[src/rtl/miriscv_lsu_pkg.sv]
// miriscv LSU shared definitions
// access size codes, sequencer states and legality check
package miriscv_lsu_pkg;

    localparam int DATA_BE_W = 4;

    localparam logic [2:0] MEM_ACCESS_BYTE  = 3'd0;
    localparam logic [2:0] MEM_ACCESS_HALF  = 3'd1;
    localparam logic [2:0] MEM_ACCESS_WORD  = 3'd2;
    localparam logic [2:0] MEM_ACCESS_DWORD = 3'd3;
    localparam logic [2:0] MEM_ACCESS_UBYTE = 3'd4;
    localparam logic [2:0] MEM_ACCESS_UHALF = 3'd5;
    localparam logic [2:0] MEM_ACCESS_UWORD = 3'd6;

    typedef enum logic [2:0] {
        IDLE,
        REQ0,
        WAIT0,
        REQ1,
        WAIT1,
        DONE
    } lsu_state_e;

    // RV32 has no doubleword/unsigned-word, and unsigned stores make no sense
    function automatic logic is_legal_access(
        input logic [2:0] size,
        input logic       we
    );
        logic bad;
        bad = (size == MEM_ACCESS_DWORD)
           || (size == MEM_ACCESS_UWORD)
           || (size == 3'd7)
           || (we && (size == MEM_ACCESS_UHALF))
           || (we && (size == MEM_ACCESS_UBYTE));
        return !bad;
    endfunction

endpackage

[src/rtl/miriscv_lsu_align.sv]
// miriscv LSU lane alignment
// byte mask, store-data rotation, load-data merge and extension
module miriscv_lsu_align
    import miriscv_lsu_pkg::*;
(
    input  logic [2:0]  size,
    input  logic [1:0]  off,
    input  logic [31:0] wdata,
    input  logic [31:0] rdata,
    output logic [6:0]  mask,
    output logic [31:0] wdata_rot,
    output logic [31:0] rdata_ext
);

    logic [6:0]  base;
    logic [63:0] wd2;
    logic [63:0] rd2;
    logic [31:0] merged;
    logic [4:0]  sh;

    assign sh = {off, 3'b000};

    // unshifted lane pattern for the access width
    always_comb begin
        base = 7'b0;
        unique case (1'b1)
            (size == MEM_ACCESS_WORD):
                base = 7'b0001111;
            (size == MEM_ACCESS_HALF) ||
            (size == MEM_ACCESS_UHALF):
                base = 7'b0000011;
            (size == MEM_ACCESS_BYTE) ||
            (size == MEM_ACCESS_UBYTE):
                base = 7'b0000001;
            default:
                base = 7'b0;
        endcase
    end

    assign mask = base << off;

    // rotations: lanes beyond bit 31 of the window wrap to the next beat
    always_comb begin
        wd2       = {wdata, wdata} << sh;
        rd2       = {rdata, rdata} >> sh;
        wdata_rot = wd2[63:32];
        merged    = rd2[31:0];
    end

    // sign or zero extension of the merged load value
    always_comb begin
        rdata_ext = merged;
        unique case (1'b1)
            (size == MEM_ACCESS_HALF):
                rdata_ext = {{16{merged[15]}}, merged[15:0]};
            (size == MEM_ACCESS_UHALF):
                rdata_ext = {16'b0, merged[15:0]};
            (size == MEM_ACCESS_BYTE):
                rdata_ext = {{24{merged[7]}}, merged[7:0]};
            (size == MEM_ACCESS_UBYTE):
                rdata_ext = {24'b0, merged[7:0]};
            default:
                rdata_ext = merged;
        endcase
    end

endmodule

[src/rtl/miriscv_lsu_seq.sv]
// miriscv LSU bus sequencer
// splits misaligned accesses into two req/gnt/rvalid beats
module miriscv_lsu_seq
    import miriscv_lsu_pkg::*;
#(
    parameter int XLEN   = 32,
    parameter int ADDR_W = 32
) (
    input  logic                 clk_i,
    input  logic                 arstn_i,
    input  logic                 lsu_req_i,
    input  logic                 lsu_we_i,
    input  logic [2:0]           lsu_size_i,
    input  logic [ADDR_W-1:0]    lsu_addr_i,
    input  logic [XLEN-1:0]      lsu_wdata_i,
    input  logic                 lsu_kill_i,
    output logic                 lsu_busy_o,
    output logic                 lsu_done_o,
    output logic                 lsu_err_o,
    output logic [XLEN-1:0]      lsu_rdata_o,
    output logic                 data_req_o,
    output logic                 data_we_o,
    output logic [DATA_BE_W-1:0] data_be_o,
    output logic [ADDR_W-1:0]    data_addr_o,
    output logic [XLEN-1:0]      data_wdata_o,
    input  logic                 data_gnt_i,
    input  logic                 data_rvalid_i,
    input  logic [XLEN-1:0]      data_rdata_i
);

    lsu_state_e state_q, state_d;

    logic              we_q;
    logic [2:0]        size_q;
    logic [ADDR_W-1:0] addr_q;
    logic [XLEN-1:0]   wdata_q;
    logic              err_q;
    logic              killed_q;
    logic [XLEN-1:0]   rbuf_q, rbuf_d;
    logic [XLEN-1:0]   rdata_q;

    logic [6:0]          mask;
    logic [XLEN-1:0]     wdata_rot;
    logic [XLEN-1:0]     rdata_ext;
    logic [DATA_BE_W-1:0] cap_be;
    logic                split;
    logic                in_wait;
    logic                in_req;
    logic                kill_any;
    logic [ADDR_W-1:0]   aligned;

    miriscv_lsu_align u_align (
        .size      (size_q),
        .off       (addr_q[1:0]),
        .wdata     (wdata_q),
        .rdata     (rbuf_d),
        .mask      (mask),
        .wdata_rot (wdata_rot),
        .rdata_ext (rdata_ext)
    );

    assign split    = |mask[6:4];
    assign in_wait  = (state_q == WAIT0) || (state_q == WAIT1);
    assign in_req   = (state_q == REQ0) || (state_q == REQ1);
    assign kill_any = killed_q || lsu_kill_i;
    assign aligned  = {addr_q[ADDR_W-1:2], 2'b00};

    // overlay the lanes of the current beat onto the gathered load word
    always_comb begin
        cap_be = '0;
        rbuf_d = rbuf_q;
        if (data_rvalid_i && state_q == WAIT0) begin
            cap_be = mask[3:0];
        end else if (data_rvalid_i && state_q == WAIT1) begin
            cap_be = {1'b0, mask[6:4]};
        end
        for (int i = 0; i < DATA_BE_W; i++) begin
            if (cap_be[i]) begin
                rbuf_d[8*i +: 8] = data_rdata_i[8*i +: 8];
            end
        end
    end

    // next-state selection
    always_comb begin
        state_d = state_q;
        unique case (state_q)
            IDLE: begin
                if (lsu_req_i) begin
                    state_d = is_legal_access(lsu_size_i, lsu_we_i)
                            ? REQ0 : DONE;
                end
            end
            REQ0: begin
                if (data_gnt_i)      state_d = WAIT0;
                else if (lsu_kill_i) state_d = IDLE;
            end
            WAIT0: begin
                if (data_rvalid_i) begin
                    if (kill_any)   state_d = IDLE;
                    else if (split) state_d = REQ1;
                    else            state_d = DONE;
                end
            end
            REQ1: begin
                if (data_gnt_i)      state_d = WAIT1;
                else if (lsu_kill_i) state_d = IDLE;
            end
            WAIT1: begin
                if (data_rvalid_i) begin
                    state_d = kill_any ? IDLE : DONE;
                end
            end
            DONE:    state_d = IDLE;
            default: state_d = IDLE;
        endcase
    end

    // state, captured request and gathered load data
    always_ff @(posedge clk_i or negedge arstn_i) begin
        if (!arstn_i) begin
            state_q  <= IDLE;
            we_q     <= 1'b0;
            size_q   <= '0;
            addr_q   <= '0;
            wdata_q  <= '0;
            err_q    <= 1'b0;
            killed_q <= 1'b0;
            rbuf_q   <= '0;
            rdata_q  <= '0;
        end else begin
            state_q <= state_d;
            if (state_q == IDLE && lsu_req_i) begin
                we_q     <= lsu_we_i;
                size_q   <= lsu_size_i;
                addr_q   <= lsu_addr_i;
                wdata_q  <= lsu_wdata_i;
                err_q    <= !is_legal_access(lsu_size_i, lsu_we_i);
                killed_q <= 1'b0;
                rbuf_q   <= '0;
                rdata_q  <= '0;
            end
            if (in_wait && data_rvalid_i) begin
                rbuf_q <= rbuf_d;
            end
            if (lsu_kill_i && (in_wait || (in_req && data_gnt_i))) begin
                killed_q <= 1'b1;
            end
            if (in_wait && state_d == DONE) begin
                rdata_q <= we_q ? '0 : rdata_ext;
            end
        end
    end

    assign lsu_busy_o   = (state_q != IDLE);
    assign lsu_done_o   = (state_q == DONE);
    assign lsu_err_o    = (state_q == DONE) && err_q;
    assign lsu_rdata_o  = rdata_q;

    assign data_req_o   = in_req;
    assign data_we_o    = in_req && we_q;
    assign data_wdata_o = (in_req && we_q) ? wdata_rot : '0;
    assign data_addr_o  = (state_q == REQ1) ? aligned + ADDR_W'(4)
                        : (state_q == REQ0) ? aligned
                        : '0;
    assign data_be_o    = (state_q == REQ1) ? {1'b0, mask[6:4]}
                        : (state_q == REQ0) ? mask[3:0]
                        : '0;

endmodule

[config.mk]
export PLATFORM = sky130hd
export DESIGN_NAME = miriscv_lsu_seq
export DESIGN_NICKNAME = d
export VERILOG_FILES = /design/src/rtl/miriscv_lsu_pkg.sv /design/src/rtl/miriscv_lsu_align.sv /design/src/rtl/miriscv_lsu_seq.sv
export SDC_FILE = /design/constraint.sdc
export NUM_CORES = 1
export LEC_CHECK = 0
export CAP_MARGIN = 0
export CORE_MARGIN = 3
export CORE_UTILIZATION = 30
export CTS_CLUSTER_SIZE = 24
export DETAILED_ROUTE_END_ITERATION = 6
export DONT_BUFFER_PORTS = 1
export GPL_TIMING_DRIVEN = 0
export SLEW_MARGIN = 20
export SYNTH_ARGS = -nofsm -noshare
export SYNTH_HDL_FRONTEND = slang
export SYNTH_SLANG_ARGS = --single-unit
[constraint.sdc]
create_clock -name clk_i -period 3.15 [get_ports clk_i]
set_input_delay 0.1575 -clock clk_i [delete_from_list [all_inputs] [get_ports clk_i]]
set_output_delay 0.1575 -clock clk_i [all_outputs]
set_load 0.05 [all_outputs]
==> results of run 1 <==
final cells by class:
| type | instances | area, um^2 |
|---|---|---|
| Clock buffer | 18 | 439 |
| Buffer | 68 | 322 |
| Tap cell | 378 | 473 |
| Multi-Input combinational cell | 729 | 5080 |
| Timing Repair Buffer | 100 | 1000 |
| Sequential cell | 137 | 3430 |
| Inverter | 13 | 48.8 |
| Fill cell | 2796 | 17200 |
| Clock inverter | 13 | 154 |
Yosys cell counts (4+ instances only):
cell	instances
inv_1	12
dfrtp_1	137
nor3_1	6
mux4_2	39
a22oi_1	9
nand2_1	262
buf_2	11
a21oi_1	21
xor2_1	14
nand2b_1	12
nand4_1	10
xnor2_1	12
o31ai_2	10
mux2_2	7
nand3_1	29
or3_1	5
nor2_1	54
a221oi_1	7
o21ai_1	11
a221o_1	8
o211ai_1	8
o31ai_1	8
buf_1	9
and2_1	4
clkbuf_1	43
o221ai_1	9
o21ai_0	26
mux2i_1	41
and3_1	39
a22o_1	24
final timing paths:
path / startpoint / to / slack, ns / cells past startpoint
setup / recovery: size_q[0] / lsu_rdata_o[23] / 0.10 / 9
hold / removal: arstn_i / rbuf_q[27] / -0.58 / 0
setup reg to reg: size_q[0] / lsu_rdata_o[23] / 0.10 / 9
hold reg to reg: err_q / err_q / 0.47 / 1
max in group asynchronous: arstn_i / addr_q[29] / 3.40 / 0
min in group clk_i: data_rdata_i[27] / rbuf_q[27] / 0 / 2
layer usage:
layer  vias up  GRT usage (%)  part of all wire, %
met5         -              0                    0
met4         0           6.48                  2.1
met3        42           8.37                   12
met2       380           31.3                   45
met1      3947           25.8                   41
li1       3628              -                    -
what timing repair did:
action                                  4_1_cts  5_1_grt
hold endpoints to repair                    236      138
hold buffers                                 99        1
endpoints found under the setup margin       62       53
pin swaps                                     0        1
gates resized for setup                      28       38
state kept, by name, summed over array words and instances, names as in the netlist:
| signal | cells |
|---|---|
| addr_q | 32 |
| lsu_rdata_o | 32 |
| rbuf_q | 32 |
| wdata_q | 32 |
| size_q | 3 |
| state_q | 3 |
| err_q | 1 |
| killed_q | 1 |
| we_q | 1 |
cell families after synthesis:
family / after synthesis
AND/OR/NAND/NOR: 447
AO/OA/AOI/OAI: 166
flip-flops: 137
multiplexers: 87
buffers and inverters: 83
XOR/XNOR: 26
adder cells (fa/ha/maj): 1
other: 1
through the flow:
step	TNS (ns)	setup WS, ns	std cells	hold WS, ns
2_1_floorplan	0	0.263	949	-0.138
3_3_place_gp	-7.28	-0.938	1327	-0.133
3_5_place_dp	-5.96	-0.598	1327	-0.134
4_1_cts	0	0.0168	1456	-0.596
5_1_grt	-0.0107	-0.0107	1456	-0.601
6_report	0	0.104	1456	-0.582
power by group through the flow:
stage          Clock, mW  Combinational (mW)  Sequential (mW)
2_1_floorplan          0                4.46             3.05
3_3_place_gp           0                5.64             3.26
3_5_place_dp           0                5.72             3.28
4_1_cts             2.10                5.90             3.26
5_1_grt             2.18                6.47             3.38
6_report            2.07                5.98             3.29
==> flow_metrics.tcl, run 1 <==
set metrics [dict create \
    run_status "finished with violations" \
    violations "negative hold slack" \
    cts_buffers 17 \
    clkPwrFrac_pct 18.3 \
    routabilityCongestion 0.927 \
    maxSlewViolCount 0 \
    syn_avg_cell_area_um2 9.19 \
    initial_core_util_pct 30.9 \
    clock_latency_ns 0.44 \
    finalNetCount 1173 \
    syn_inst 948 \
    hold_path.class "in2async" \
    final_cell_mix "nand2_1 (261), dfrtp_1 (137), dlygate4sd3_1 (100), nor2_1 (41)" \
    row_count 61 \
    synth_top_area_cell "dfrtp_1" \
    first_pass_iters 6 \
    critPathBufInv 2 \
    cpPeakStageDelay_ns 0.46 \
    max-cap-violations 0 \
    worstSetupStartpointType "flop" \
    antenna_found_initial 0 \
    fin_area_mm2 0.0109 \
    n_antenna_cell 0 \
    vias 7997 \
    cp_max_fo 10 \
    synth_fa_ha_area_share_pct 0.144 \
    p_leak_nw 4.83 \
    critPathTopFamily "compound AO/OA/AOI/OAI gates" \
    hold_slack_ns -0.582 \
    core_area_mm2 0.0282 \
    drc 0 \
    cp_cell_sequence "buf_6 -> a211o_1 -> a32o_2 -> a2bb2oi_4 -> mux2i_1 -> o41ai_2 -> a211oi_4 -> buf_6 -> o31ai_2" \
    ant_nets 0 \
    dieArea_mm2 0.0311 \
    synthMuxAreaShare_pct 15.7 \
    worstMarginPinSlew_ns 1.08 \
    wl_per_cell_um 21.8 \
    drtIter0Drc 733 \
    worst_path_max_delay_cell "dfrtp_1" \
    cts_setup_buffers 0 \
    dpl.hpwl_mm 23.0 \
    ios 211 \
    synth_top_family_by_area "simple AND/OR/NAND/NOR gates" \
    final_common_cell "nand2_1" \
    finalSetupViolCount 0 \
    min_period_ns 3.05 \
    grt_usage_pct 20.2 \
    vias_per_cell 5.49 \
    switching_share_pct 49.5 \
    cts_sinks 137 \
    area_delta_synth_final_pct 25.6 \
    drive_gt1_share_pct 15.7 \
    ys_seq_area_share_pct 39.4 \
    cts_tree "yes" \
    port_buffers 0 \
    ir_worst_vdd_v 0.000685 \
    power.net_switching_mw 5.61 \
    synth-xor-area-share_pct 2.61 \
    cts_root_buf "clkbuf_16" \
    relSlewSlack_pct 27.2 \
    synth-simple-area-share_pct 23.2 \
    synth_cell_type_count 69 \
    p_per_area_mw_per_mm2 1040 \
    synth_compound_area_share_pct 14.8 \
    synth_edf_count 0 \
    grt_pass1_wl_mm 48.3 \
    max_freq_ghz 0.328 \
    p_seq_share_pct 29.0 \
    p_int_mw 5.72 \
    ys_ff_latch 137 \
    power_mw 11.3 \
    netlist_top_cells_area "dfrtp_1 (39%), nand2_1 (11%), mux4_2 (10%)" \
    dpl_cell_area_mm2 0.00921 \
    htreeDepth 4 \
    cp.required_ns 3.44 \
    grt_max_degree 138 \
    endpoint_kind "flop" \
    clkTransAtPathRegs_ns 0.06 \
    synth_ff_type "dfrtp_1" \
    arrival_ns 3.34 \
    synthArstFlopShare_pct 100 \
    die_y_um 176 \
    final_util_pct 38.9 \
    crit_top_cell "buf_6" \
    finalHoldViolations 138 \
    fin_skew_ns 0.00757 \
    drt-total-wl_mm 31.8 \
    finalCritPeriodShare_pct 96.7 \
    ys_warn_count 0 \
    die_w_um 176 \
    grt_pass1_vias 8152 \
    syn_area_mm2 0.00871 \
    p_comb_share_pct 52.7 \
    cts.path.max_buffers 2 \
    grt-ovfl-total 0 \
    synth_top_area_share_pct 39.4 \
    worstSetupPathType "reg2reg" \
]
No activity file was read; power rests on OpenSTA's default activity.
==> run 2, diff against run 1 <==
--- a/config.mk
+++ b/config.mk
@@ -12,7 +12,9 @@
 export DETAILED_ROUTE_END_ITERATION = 6
 export DONT_BUFFER_PORTS = 1
 export GPL_TIMING_DRIVEN = 0
+export HOLD_SLACK_MARGIN = 0.08
 export SLEW_MARGIN = 20
 export SYNTH_ARGS = -nofsm -noshare
 export SYNTH_HDL_FRONTEND = slang
+export SYNTH_HIERARCHICAL = 1
 export SYNTH_SLANG_ARGS = --single-unit
==> run 2 against run 1 <==
Against the previous run:
- critical path type unchanged
- critical endpoint is now lsu_rdata_o[19]
- sequential power about the same
- critical path depth is 6 higher
- the run ends with negative hold slack, negative setup slack left
- cell count down 1.9%
- die area down 1.6%
- worst setup slack got worse by 0.19 ns
- highest routed layer unchanged
- largest cell class unchanged
- combinational power rose by 3%
- largest power group unchanged
- flip-flop and latch count unchanged
- power increased by 1.9%
- sequential share of layout area is 0.97 points lower
==> flow_metrics.tcl, run 2 <==
set metrics [dict create \
    run_status "finished with violations" \
    violations "negative hold slack, negative setup slack" \
    p_per_area_mw_per_mm2 1020 \
    worstMarginPinSlew_ns 1.08 \
    dpl_cell_area_mm2 0.00912 \
    syn_area_mm2 0.00856 \
    hold_path.class "in2async" \
    final_util_pct 40.5 \
    synth_cell_type_count 51 \
    ios 211 \
    reg2reg_depth 15 \
    critPathLaunch "size_q[0]" \
    fin_area_mm2 0.0113 \
    area_delta_synth_final_pct 32.1 \
    grt-ovfl-total 0 \
    netlist_top_cells_count "nand2_1 (251), dfrtp_1 (137), a22o_1 (65), mux4_2 (46), mux2_2 (41)" \
    wl_per_cell_um 21.4 \
    cp_cell_sequence "buf_6 -> nand2_4 -> nor2_4 -> nor2_2 -> o21ai_2 -> nand3b_1 -> a21oi_4 -> buf_6 -> mux2_4 -> or3_4 -> o221a_4 -> o221ai_4 -> buf_6 -> nand2_4 -> a22o_1" \
    worstSetupStartpointType "flop" \
    drive_gt1_share_pct 23.5 \
    ys_ff_latch 137 \
    finalWorstSetupSlack_ns -0.0873 \
    critPathBufInv 3 \
    cts_hold_buf 104 \
    clkTransAtPathRegs_ns 0.07 \
    relSlewSlack_pct 28.6 \
    row_count 61 \
    arrival_ns 3.54 \
    crit_top_cell "buf_6" \
    cpPeakStageDelay_ns 0.47 \
    hold_slack_ns -0.574 \
    critPathTopFamily "compound AO/OA/AOI/OAI gates" \
    cts_sinks 137 \
    grt_pass1_wl_mm 46.8 \
    multi_input_area_mm2 0.00506 \
    tns_ns -0.835 \
    reg2reg_to "lsu_rdata_o[19]" \
    dpl.hpwl_mm 21.4 \
    min_period_ns 3.24 \
    cts_root_buf "clkbuf_16" \
    final.fill_count 2816 \
    cp_max_fo 6 \
    finalCritPeriodShare_pct 103 \
    cts_buffers 17 \
    syn_inst 882 \
    clock_latency_ns 0.43 \
    syn_avg_cell_area_um2 9.71 \
    cts_tree "yes" \
    core_area_mm2 0.0279 \
    htreeDepth 4 \
    p_leak_nw 4.98 \
    final_cell_mix "nand2_1 (236), dfrtp_1 (133), dlygate4sd3_1 (104), a22o_1 (65), mux4_2 (46)" \
    initial_core_util_pct 30.7 \
    first_pass_iters 5 \
    vias 7668 \
    power_mw 11.6 \
    grt_usage_pct 19.8 \
    yosysMostFrequentCell "nand2_1" \
    max_freq_ghz 0.309 \
    fin_skew_ns 0.0142 \
    routabilityCongestion 0.861 \
    die_w_um 175 \
    cp.required_ns 3.46 \
    ys_warn_count 6 \
    finalNetCount 1143 \
    ys_seq_area_share_pct 40.0 \
    dieArea_mm2 0.0306 \
    critPathCapture "lsu_rdata_o[19]" \
    drtIter0Drc 620 \
    maxSlewViolCount 0 \
    antenna_found_initial 1 \
    synth_top_area_share_pct 40.0 \
    netlist_top_cells_area "dfrtp_1 (40%), mux4_2 (12%), nand2_1 (11%)" \
    max-cap-violations 0 \
    final-seq-area_mm2 0.00343 \
    synth_top_area_cell "dfrtp_1" \
    ant_nets 0 \
    vias_per_cell 5.37 \
    r2r_slack_ns -0.09 \
    rsz0062_at_grt "yes" \
    synth_ff_type "dfrtp_1" \
    cts.path.max_buffers 2 \
    die_y_um 175 \
    ir_worst_vdd_v 0.000421 \
    synth_edf_count 0 \
    grt_max_degree 138 \
    drt-total-wl_mm 30.6 \
    finalSetupViolCount 15 \
    finalHoldViolations 137 \
    endpoint_kind "flop" \
    cp_num_cells 15 \
    drc 0 \
    r2r_start "size_q[0]" \
    synthArstFlopShare_pct 100 \
    worstSetupPathType "reg2reg" \
    final_common_cell "nand2_1" \
    grt_pass1_vias 7663 \
    port_buffers 0 \
    worst_path_max_delay_cell "dfrtp_2" \
]
run 2: cell types whose count changed in the layout (fill, tap and decap cells not counted), sizes merged, moves of 11 or more:
cell   delta
nand3    -18
or4      +15
mux2     +34
nor2     -14
buf      +42
nand2    -11
mux2i    -27
a22o     +41
o21ai    -18
run 2: metrics by stage:
step                      std cells  worst slack (ns)
after global placement         1261            -0.625
after CTS                      1418           -0.0992
after floorplan                 883           -0.0480
after detailed placement       1261            -0.625
after global routing           1428            -0.230
final                          1428           -0.0873
run 2: logic make-up after synthesis:
family / after synthesis / share of synthesized area (%)
multiplexers: 101 / 19.1
flip-flops: 137 / 40.0
AO/OA/AOI/OAI: 152 / 13.5
buffers and inverters: 76 / 4.28
adder cells (fa/ha/maj): 1 / 0.146
XOR/XNOR: 13 / 1.33
other: 1 / 0.0438
AND/OR/NAND/NOR: 401 / 21.6
run 2: area by class of cell:
class	count	share of cell area (%)
Multi-Input combinational cell	670	44.7
Sequential cell	137	30.4
Timing Repair Buffer	139	11.7
Tap cell	378	4.18
Clock buffer	19	3.83
Buffer	67	3.55
Clock inverter	13	1.50
Inverter	4	0.133
Antenna cell	1	0.0221
run 2: worst min path at each step:
stage	start	to	slack, ns	cells after the start
after floorplan	arstn_i	addr_q[0]	-0.14	0
after global placement	arstn_i	addr_q[19]	-0.13	0
after detailed placement	arstn_i	addr_q[19]	-0.13	0
after CTS	arstn_i	addr_q[19]	-0.60	0
after global routing	arstn_i	addr_q[21]	-0.60	0
final	arstn_i	addr_q[19]	-0.57	0
run 2: power by group:
part / internal (mW) / total [mW] / leakage (nW) / switching [mW]
combinational: 2.45 / 6.17 / 2.90 / 3.72
clock: 1.26 / 2.11 / 0.290 / 0.847
sequential: 2.36 / 3.28 / 1.79 / 0.916
total: 6.07 / 11.6 / 4.98 / 5.48
run 2: repair_timing:
item	4_1_cts	5_1_grt
pin swaps	9	13
cloned	1	0
buffers inserted	21	13
endpoints found under the hold margin	241	137
endpoints found under the setup margin	38	45
resized for setup	61	38
run 2: per-layer routing:
layer	vias up	global-route usage (%)	routed length (um)
li1	3529	-	-
met1	3818	26.6	13200
met2	287	30.7	14200
met3	34	6.56	2650
met4	0	5.29	522
met5	-	0	0
run 2: worst reg2reg max path: cells and delay by family (launching register included):
| family | cells | cell delay [ns] |
|---|---|---|
| AO/OA/AOI/OAI | 5 | 1.07 |
| AND/OR/NAND/NOR | 6 | 0.79 |
| flip-flops | 1 | 0.47 |
| buffers and inverters | 3 | 0.46 |
| multiplexers | 1 | 0.32 |
==> run 3, diff against run 2 <==
--- a/config.mk
+++ b/config.mk
@@ -13,6 +13,7 @@
 export DONT_BUFFER_PORTS = 1
 export GPL_TIMING_DRIVEN = 0
 export HOLD_SLACK_MARGIN = 0.08
+export SKIP_CTS_REPAIR_TIMING = 1
 export SLEW_MARGIN = 20
 export SYNTH_ARGS = -nofsm -noshare
 export SYNTH_HDL_FRONTEND = slang
==> run 3 against run 2 <==
Against the previous run:
- the run still ends with negative hold slack, negative setup slack left
- clock skew shrank 0.00097 ns
- cell count increased by 0.14%
- non-clock buffer count is 2 higher
- largest cell class unchanged
- critical path type unchanged
- sequential power barely moved
- first-iteration DRC count is 2.7% lower
- global-route usage fell by 1.4 points
- sequential share of layout area up 0.078 points
==> flow_metrics.tcl, run 3 (synthesized netlist as in run 2, its figures left out) <==
set metrics [dict create \
    critPathTopFamily "buffers and inverters" \
    r2r_slack_ns -0.13 \
    worstSetupStartpointType "flop" \
    arrival_ns 3.59 \
    grt_most_used_layer "met2" \
    max-cap-violations 0 \
    tns_ns -1.83 \
    relSlewSlack_pct 28.6 \
    htreeDepth 4 \
    worstMarginPinSlew_ns 1.07 \
    use_met3_pct 8.13 \
    drt-total-wl_mm 30.0 \
    final_common_cell "nand2_1" \
    use_met2_pct 27.9 \
    cp_cell_sequence "buf_6 -> buf_12 -> buf_12 -> buf_12 -> nor3b_4 -> nand3b_1 -> a21oi_4 -> buf_12 -> buf_8 -> mux2_4 -> or3_4 -> o221a_4 -> o221ai_4 -> buf_6 -> nand2_4 -> a22o_1" \
    finalHoldViolations 137 \
    endpoint_kind "flop" \
    power_mw 11.4 \
    max_freq_ghz 0.304 \
    cp_max_fo 7 \
    placedCellCount 1261 \
    clock_latency_ns 0.42 \
    reg2reg_depth 16 \
    p_leak_nw 5.00 \
    row_count 61 \
    cts_sinks 137 \
    critPathBufInv 7 \
    cts.path.max_buffers 2 \
    worst_path_max_delay_cell "dfrtp_1" \
    grt_max_degree 138 \
    reg2reg_to "lsu_rdata_o[19]" \
    finalNetCount 1145 \
    finalSetupViolCount 23 \
    cts_root_buf "clkbuf_16" \
    grt_pass1_vias 6871 \
    cp.required_ns 3.45 \
    cts_buffers 17 \
    worstSetupPathType "reg2reg" \
    fin_skew_ns 0.0132 \
    grt-ovfl-total 0 \
    r2r_start "addr_q[0]" \
    finalCritPeriodShare_pct 104 \
    ios 211 \
    routabilityCongestion 0.861 \
    hold_path.class "in2async" \
    ir_worst_vdd_v 0.000423 \
    final_cell_mix "nand2_1 (245), dfrtp_1 (136), dlygate4sd3_1 (104), a22o_1 (65), mux4_2 (46)" \
    p_per_area_mw_per_mm2 1010 \
    ant_nets 0 \
    cpPeakStageDelay_ns 0.39 \
    maxSlewViolCount 0 \
    dpl_cell_area_mm2 0.00912 \
    vias 7704 \
    dp_worst_setup_slack_ns -0.625 \
    area_delta_synth_final_pct 31.6 \
    port_buffers 0 \
    hold_slack_ns -0.576 \
    die_y_um 175 \
    crit_top_cell "buf_12" \
    die_w_um 175 \
    violations "negative hold slack, negative setup slack" \
    clkTransAtPathRegs_ns 0.07 \
    min_period_ns 3.28 \
    finalWorstSetupSlack_ns -0.134 \
    final_util_pct 40.3 \
    wl_per_cell_um 21.0 \
    rsz0062_at_grt "yes" \
    dieArea_mm2 0.0306 \
    first_pass_iters 5 \
    stdcell_count 1430 \
    drtIter0Drc 603 \
    core_area_mm2 0.0279 \
    grt_usage_pct 18.3 \
    drive_gt1_share_pct 21.7 \
    grt_pass1_wl_mm 43.1 \
    antenna_found_initial 1 \
    initial_core_util_pct 30.7 \
    drc 0 \
    fin_area_mm2 0.0113 \
    cts_tree "yes" \
    run_status "finished with violations" \
    dpl.hpwl_mm 21.4 \
    vias_per_cell 5.39 \
    grt.met1_usage_pct 23.9 \
]
[run 3: cell types whose count changed in the layout (fill, tap and decap cells not counted), sizes merged]
| cell | delta |
|---|---|
| clkbuf | +1 |
| buf | +1 |
[run 3: metal layers]
metal | wire, um | vias to the layer above
met4 | 372 | 0
li1 | - | 3518
met5 | 0 | -
met3 | 2720 | 25
met2 | 14000 | 297
met1 | 12800 | 3864
[run 3: report_power, final]
group / internal, mW / switching, mW
Combinational: 2.39 / 3.64
Sequential: 2.36 / 0.902
Clock: 1.26 / 0.849
[run 3: area by class of cell]
| class | count | area, um^2 |
|---|---|---|
| antenna | 1 | 2.50 |
| buffer | 72 | 454 |
| clock buffer | 19 | 433 |
| clock inverter | 13 | 170 |
| fill | 2821 | 16700 |
| inverter | 4 | 15.0 |
| multi-input combinational | 670 | 4990 |
| sequential | 137 | 3430 |
| tap | 378 | 473 |
| timing repair buffer | 136 | 1300 |
[run 3: how the worst max path moves through the flow]
| stage | startpoint | to | slack [ns] | cells past startpoint |
|---|---|---|---|---|
| after detailed placement | size_q[1] | lsu_rdata_o[8] | -0.62 | 12 |
| after global routing | addr_q[1] | lsu_rdata_o[19] | -0.27 | 15 |
| after floorplan | addr_q[0] | lsu_rdata_o[24] | -0.05 | 15 |
| after CTS | size_q[1] | lsu_rdata_o[8] | -0.65 | 12 |
| after global placement | size_q[1] | lsu_rdata_o[8] | -0.62 | 12 |
| final | addr_q[0] | lsu_rdata_o[19] | -0.13 | 16 |
[run 3: worst register-to-register path: cells and delay by family, from the launching register on]
family / cells / cell delay (ns)
muxes: 1 / 0.32
AOI/OAI and AO/OA: 4 / 0.81
DFF: 1 / 0.39
and+or+nand+nor: 4 / 0.70
buffers and inverters: 7 / 0.94
